===== config.mk =====
export PLATFORM = sky130hd
export DESIGN_NAME = sha256_block_mr
export DESIGN_NICKNAME = d
export VERILOG_FILES = /design/src/rtl/sha256_block_mr.sv
export SDC_FILE = /design/constraint.sdc
export NUM_CORES = 2
export LEC_CHECK = 0
export ABC_AREA = 1
export BUFFER_PORTS_ARGS = -buffer_cell sky130_fd_sc_hd__buf_2
export CAP_MARGIN = 5
export CORE_AREA = 2 2 608 610
export DETAILED_ROUTE_END_ITERATION = 10
export DIE_AREA = 0 0 610 612
export GPL_TIMING_DRIVEN = 0
export PLACE_DENSITY = 0.38
export SYNTH_ARGS = -nofsm -noshare
export SYNTH_HDL_FRONTEND = slang
export SYNTH_SLANG_ARGS = --single-unit

===== constraint.sdc =====
create_clock -name clk -period 8.35 [get_ports clk]
set_clock_uncertainty 0.2 [all_clocks]
set_input_delay 1.67 -clock clk [delete_from_list [all_inputs] [get_ports clk]]
set_output_delay 1.67 -clock clk [all_outputs]
set_load 0.01 [all_outputs]

===== src/rtl/sha256_block_mr.sv =====
// rtl/sha256_block_mr.sv - multi-round SHA-256 compression engine with chain mode
// Runs 64 rounds on one 512-bit block, ROUNDS_PER_CYCLE per clock, then adds into the chaining hash.
module sha256_block_mr #(
  parameter int ROUNDS_PER_CYCLE = 1
) (
  input  logic         clk,
  input  logic         reset_n,
  input  logic         start,
  input  logic         chain,
  input  logic [31:0]  h_init [8],
  input  logic [31:0]  alpha_init [8],
  input  logic [511:0] memory_block,
  output logic [31:0]  hash [8],
  output logic [31:0]  alpha [8],
  output logic         ready,
  output logic         done_pulse
);
  localparam int R          = ROUNDS_PER_CYCLE;
  localparam int NUM_CYCLES = 64 / R;
  localparam int LOG2R      = $clog2(R);
  localparam logic [5:0] LAST_RND = 6'(NUM_CYCLES - 1);

  generate
    if (R != 1 && R != 2 && R != 4 && R != 8) begin : g_bad_rounds
      $error("ROUNDS_PER_CYCLE must be 1, 2, 4 or 8");
    end
  endgenerate

  localparam logic [31:0] K [64] = '{
    32'h428a2f98, 32'h71374491, 32'hb5c0fbcf, 32'he9b5dba5, 32'h3956c25b, 32'h59f111f1, 32'h923f82a4, 32'hab1c5ed5,
    32'hd807aa98, 32'h12835b01, 32'h243185be, 32'h550c7dc3, 32'h72be5d74, 32'h80deb1fe, 32'h9bdc06a7, 32'hc19bf174,
    32'he49b69c1, 32'hefbe4786, 32'h0fc19dc6, 32'h240ca1cc, 32'h2de92c6f, 32'h4a7484aa, 32'h5cb0a9dc, 32'h76f988da,
    32'h983e5152, 32'ha831c66d, 32'hb00327c8, 32'hbf597fc7, 32'hc6e00bf3, 32'hd5a79147, 32'h06ca6351, 32'h14292967,
    32'h27b70a85, 32'h2e1b2138, 32'h4d2c6dfc, 32'h53380d13, 32'h650a7354, 32'h766a0abb, 32'h81c2c92e, 32'h92722c85,
    32'ha2bfe8a1, 32'ha81a664b, 32'hc24b8b70, 32'hc76c51a3, 32'hd192e819, 32'hd6990624, 32'hf40e3585, 32'h106aa070,
    32'h19a4c116, 32'h1e376c08, 32'h2748774c, 32'h34b0bcb5, 32'h391c0cb3, 32'h4ed8aa4a, 32'h5b9cca4f, 32'h682e6ff3,
    32'h748f82ee, 32'h78a5636f, 32'h84c87814, 32'h8cc70208, 32'h90befffa, 32'ha4506ceb, 32'hbef9a3f7, 32'hc67178f2
  };

  typedef enum logic [1:0] {
    S_IDLE    = 2'd0,
    S_COMPUTE = 2'd1,
    S_FINAL   = 2'd2
  } state_t;

  function automatic logic [31:0] rotr(input logic [31:0] x, input int n);
    return (x >> n) | (x << (32 - n));
  endfunction

  function automatic logic [31:0] bsig0(input logic [31:0] x);
    return rotr(x, 2) ^ rotr(x, 13) ^ rotr(x, 22);
  endfunction

  function automatic logic [31:0] bsig1(input logic [31:0] x);
    return rotr(x, 6) ^ rotr(x, 11) ^ rotr(x, 25);
  endfunction

  function automatic logic [31:0] ssig0(input logic [31:0] x);
    return rotr(x, 7) ^ rotr(x, 18) ^ (x >> 3);
  endfunction

  function automatic logic [31:0] ssig1(input logic [31:0] x);
    return rotr(x, 17) ^ rotr(x, 19) ^ (x >> 10);
  endfunction

  state_t      state_q, state_d;
  logic [5:0]  rnd_q, rnd_d;
  logic        done_q, done_d;
  logic [31:0] hash_q  [8];
  logic [31:0] hash_d  [8];
  logic [31:0] alpha_q [8];
  logic [31:0] alpha_d [8];
  logic [31:0] win_q   [16];
  logic [31:0] win_d   [16];

  logic [5:0]  t_base;
  logic [31:0] ext [16+R];
  logic [31:0] v   [R+1][8];
  logic [31:0] t1, t2;

  assign t_base = rnd_q << LOG2R;

  // ext[j] is W[t_base+j]; words past the window are generated so later rounds in the same cycle can use them
  always_comb begin
    t1 = '0;
    t2 = '0;
    for (int i = 0; i < 16; i++) ext[i] = win_q[i];
    for (int k = 0; k < R; k++)
      ext[16+k] = ssig1(ext[14+k]) + ext[9+k] + ssig0(ext[1+k]) + ext[k];
    for (int i = 0; i < 8; i++) v[0][i] = alpha_q[i];
    for (int j = 0; j < R; j++) begin
      t1 = v[j][7] + bsig1(v[j][4]) + ((v[j][4] & v[j][5]) ^ (~v[j][4] & v[j][6]))
         + K[t_base + 6'(j)] + ext[j];
      t2 = bsig0(v[j][0]) + ((v[j][0] & v[j][1]) ^ (v[j][0] & v[j][2]) ^ (v[j][1] & v[j][2]));
      v[j+1][0] = t1 + t2;
      v[j+1][1] = v[j][0];
      v[j+1][2] = v[j][1];
      v[j+1][3] = v[j][2];
      v[j+1][4] = v[j][3] + t1;
      v[j+1][5] = v[j][4];
      v[j+1][6] = v[j][5];
      v[j+1][7] = v[j][6];
    end
  end

  always_comb begin
    state_d = state_q;
    rnd_d   = rnd_q;
    done_d  = 1'b0;
    hash_d  = hash_q;
    alpha_d = alpha_q;
    win_d   = win_q;
    case (state_q)
      S_IDLE: begin
        if (start) begin
          for (int i = 0; i < 8; i++) begin
            hash_d[i]  = chain ? hash_q[i] : h_init[i];
            alpha_d[i] = chain ? hash_q[i] : alpha_init[i];
          end
          for (int t = 0; t < 16; t++) win_d[t] = memory_block[t*32 +: 32];
          rnd_d   = '0;
          state_d = S_COMPUTE;
        end
      end
      S_COMPUTE: begin
        for (int i = 0; i < 8; i++) alpha_d[i] = v[R][i];
        for (int i = 0; i < 16; i++) win_d[i] = ext[R+i];
        rnd_d = rnd_q + 6'd1;
        if (rnd_q == LAST_RND) state_d = S_FINAL;
      end
      S_FINAL: begin
        for (int i = 0; i < 8; i++) hash_d[i] = hash_q[i] + alpha_q[i];
        done_d  = 1'b1;
        state_d = S_IDLE;
      end
      default: state_d = S_IDLE;
    endcase
  end

  always_ff @(posedge clk or negedge reset_n) begin
    if (!reset_n) begin
      state_q <= S_IDLE;
      rnd_q   <= '0;
      done_q  <= 1'b0;
      for (int i = 0; i < 8; i++) begin
        hash_q[i]  <= '0;
        alpha_q[i] <= '0;
      end
      for (int i = 0; i < 16; i++) win_q[i] <= '0;
    end else begin
      state_q <= state_d;
      rnd_q   <= rnd_d;
      done_q  <= done_d;
      hash_q  <= hash_d;
      alpha_q <= alpha_d;
      win_q   <= win_d;
    end
  end

  assign hash       = hash_q;
  assign alpha      = alpha_q;
  assign ready      = (state_q == S_IDLE);
  assign done_pulse = done_q;

endmodule


==> reports/qor.yml <==
row_count: 223
cpPeakStageDelay_ps: 660
ys_ff_latch: 1033
hold_viol: 0
fill_cells: 41730
synth-compound-area-share: 0.2161
whs_path_depth: 2
maxCapViolations: 1
avgSynthCellArea_sq_um: 7.217
avgRoutedWirePerCell_microns: 38.02
place_area_sq_um: 95410
grt_max_degree: 151
fin_nets: 14560
worst_setup_path_start_kind: "flop"
use_met3: 0.07151
start_util: 0.2202
syn-num-nets: 12830
clkTransAtPathRegs_ps: 60
top_usage_layer: "met2"
slowest_stage: "clkbuf_1"
syn_to_final_growth_pct: 24.73
dieHeight_microns: 612
finalSetupTns_ps: 0
muxShareOfSynthArea: 0.002862
seq_area_frac_synth: 0.3197
rr_worst_depth: 33
post-route-min-period_ps: 8198
synth_top_family_by_area: "compound AO/OA/AOI/OAI gates"
utilization: 0.2747
holdWs_ps: 286.7
num_vias: 96250
fmax_ghz: 0.1220
required_ps: 8930
clkSinkCount: 1033
setup_viol: 0
synthXorXnorAreaFrac: 0.04278
port-buffer-count: 1540
yosys.area_share.simple: 0.2154
core_sq_um: 367200
fin_area_sq_um: 100900
gp_congestion: 1.042
die_x_microns: 610
grt_pass1_vias: 91540
first_pass_iters: 6
path_max_fanout: 7
cts.htree.levels: 4
wl_mm: 683.6
grt_use_met1: 0.4673
cts_tree: "yes"
cts_made_buffers: 151
grt-ovfl-total: 0
ant_nets: 0
routed_via_density: 5.354
ys_warn_count: 0
postCtsHoldBufs: 0
clockBufferDepth: 4
async_reset_ff_frac: 1.000
clock_latency_ps: 920
violations: "capacitance limit, slew limit"
grt_pass1_wl_mm: 878.3
drive_above_1_share: 0.1663
end_kind: "flop"
die-area_sq_um: 373300
antenna_found_initial: 228
worstMarginPinSlew_ps: 1629
worstHoldPathType: "flop to flop"
synth_cell_types: 68
report.final.slew_viol_count: 11
drc: 0
synth_cells: 11210
synth_area_sq_um: 80870
synth_fa_ha_area_frac: 0.1100
min_period_over_period: 0.9818
crit_arrival_ps: 8770
ys.flop_type: "dfrtp_1"
hpwl_mm: 574.5
slew_headroom: -0.08592
use_met2: 0.5170
run_status: "complete, but fails checks"
num_io_pins: 1542
grtUsageTotal: 0.3526
drt_iter0_markers: 12480
crit_type: "flop to flop"
cts_root_buf: "clkbuf_16"
synth_edf_count: 0
## cells in the final DEF, fill, tap and decap left out, drive strengths merged, types with 177 or more instances in the layout
master / count
fa: 197
dfrtp: 1033
o211ai: 238
xnor2: 177
nor2: 1278
inv: 1366
nand3: 440
o21ai: 882
clkbuf: 612
xor2: 218
buf: 1776
nand2: 2340
ha: 395
a21oi: 908
## sequential cells by signal (all words and copies together) (netlist names)
name        cells
state_q         2
done_pulse      1
alpha         256
rnd_q           6
hash          256
ext           512
## routing by layer
layer,vias to the layer above,wire (microns)
li1,41050,-
met1,48280,287500
met2,5575,287000
met3,1309,57500
met4,34,51410
met5,-,224
## Yosys cell counts (32+ instances only)
library cell / number / share of area
xor2_1: 218 / 0.024
o21ai_0: 705 / 0.044
inv_1: 1354 / 0.063
o21bai_1: 89 / 0.0083
o21a_1: 32 / 0.0030
nor2_1: 1271 / 0.059
a21boi_0: 44 / 0.0041
a31oi_1: 59 / 0.0046
o311ai_1: 64 / 0.0069
dfrtp_1: 1033 / 0.32
o211ai_1: 236 / 0.022
xnor2_1: 177 / 0.019
nand3_1: 439 / 0.027
clkbuf_1: 386 / 0.018
o221ai_1: 142 / 0.015
a22oi_1: 165 / 0.015
fa_1: 197 / 0.049
o22ai_1: 100 / 0.0077
nor3_1: 96 / 0.0059
nand2_1: 2339 / 0.11
a21o_1: 41 / 0.0038
nand4_1: 109 / 0.0084
o21ai_1: 163 / 0.010
ha_1: 395 / 0.061
buf_1: 33 / 0.0015
a21oi_1: 904 / 0.056
buf_2: 159 / 0.0098
## kinds of logic after synthesis
family                     after synthesis
buffers and inverters                 1951
AOI/OAI and AO/OA                     2885
DFF                                   1033
xor gates and xnor gates               395
and+or+nand+nor                       4327
muxes                                   22
adders and majority gates              593
## critical path: cells and delay by family, from the launching register on
family | cells | cell delay [ps]
adders and majority gates | 6 | 2980
buffers and inverters | 8 | 1260
DFF | 1 | 500
xor gates and xnor gates | 3 | 680
and+or+nand+nor | 14 | 2220
AOI/OAI and AO/OA | 2 | 210
## area by class of cell
cell class | count | area, sq um | area share
inverters | 1365 | 5139 | 0.05094
clock buffers | 222 | 4489 | 0.04451
well taps | 4837 | 6052 | 0.06000
flip-flops and latches | 1033 | 25860 | 0.2564
diodes | 94 | 235.2 | 0.002332
multi-input cells | 8222 | 47690 | 0.4728
repair buffers | 1580 | 8526 | 0.08452
plain buffers | 586 | 2496 | 0.02475
clock inverters | 40 | 381.6 | 0.003783
## worst paths after layout
check                                 from         end  slack, ps
worst max-delay path            alpha[111]  alpha[255]        150
worst min-delay path              ext[479]    ext[479]        290
worst max register to register  alpha[111]  alpha[255]        150
worst min register to register    ext[479]    ext[479]        290
max in group asynchronous          reset_n   hash[138]       4910
min in group asynchronous          reset_n    ext[403]        520
## what timing repair did
item / 4_1_cts / 5_1_grt
setup endpoints to repair: 50 / 20
resized for setup: 43 / 43
hold endpoints to repair: 0 / 0
pin swaps: 1 / 1
buffers inserted: 3 / 6
## through the flow
stage / worst slack, ps / instances
final: 151.9 / 17980
after global placement: -21140 / 17580
after global routing: -26.24 / 17930
after detailed placement: -1888 / 17610
after CTS: 8.978 / 17880
after floorplan: 1989 / 11210
Power is not shown: default switching activity piles up to over one toggle a cycle in this logic, so the estimate is an artifact.
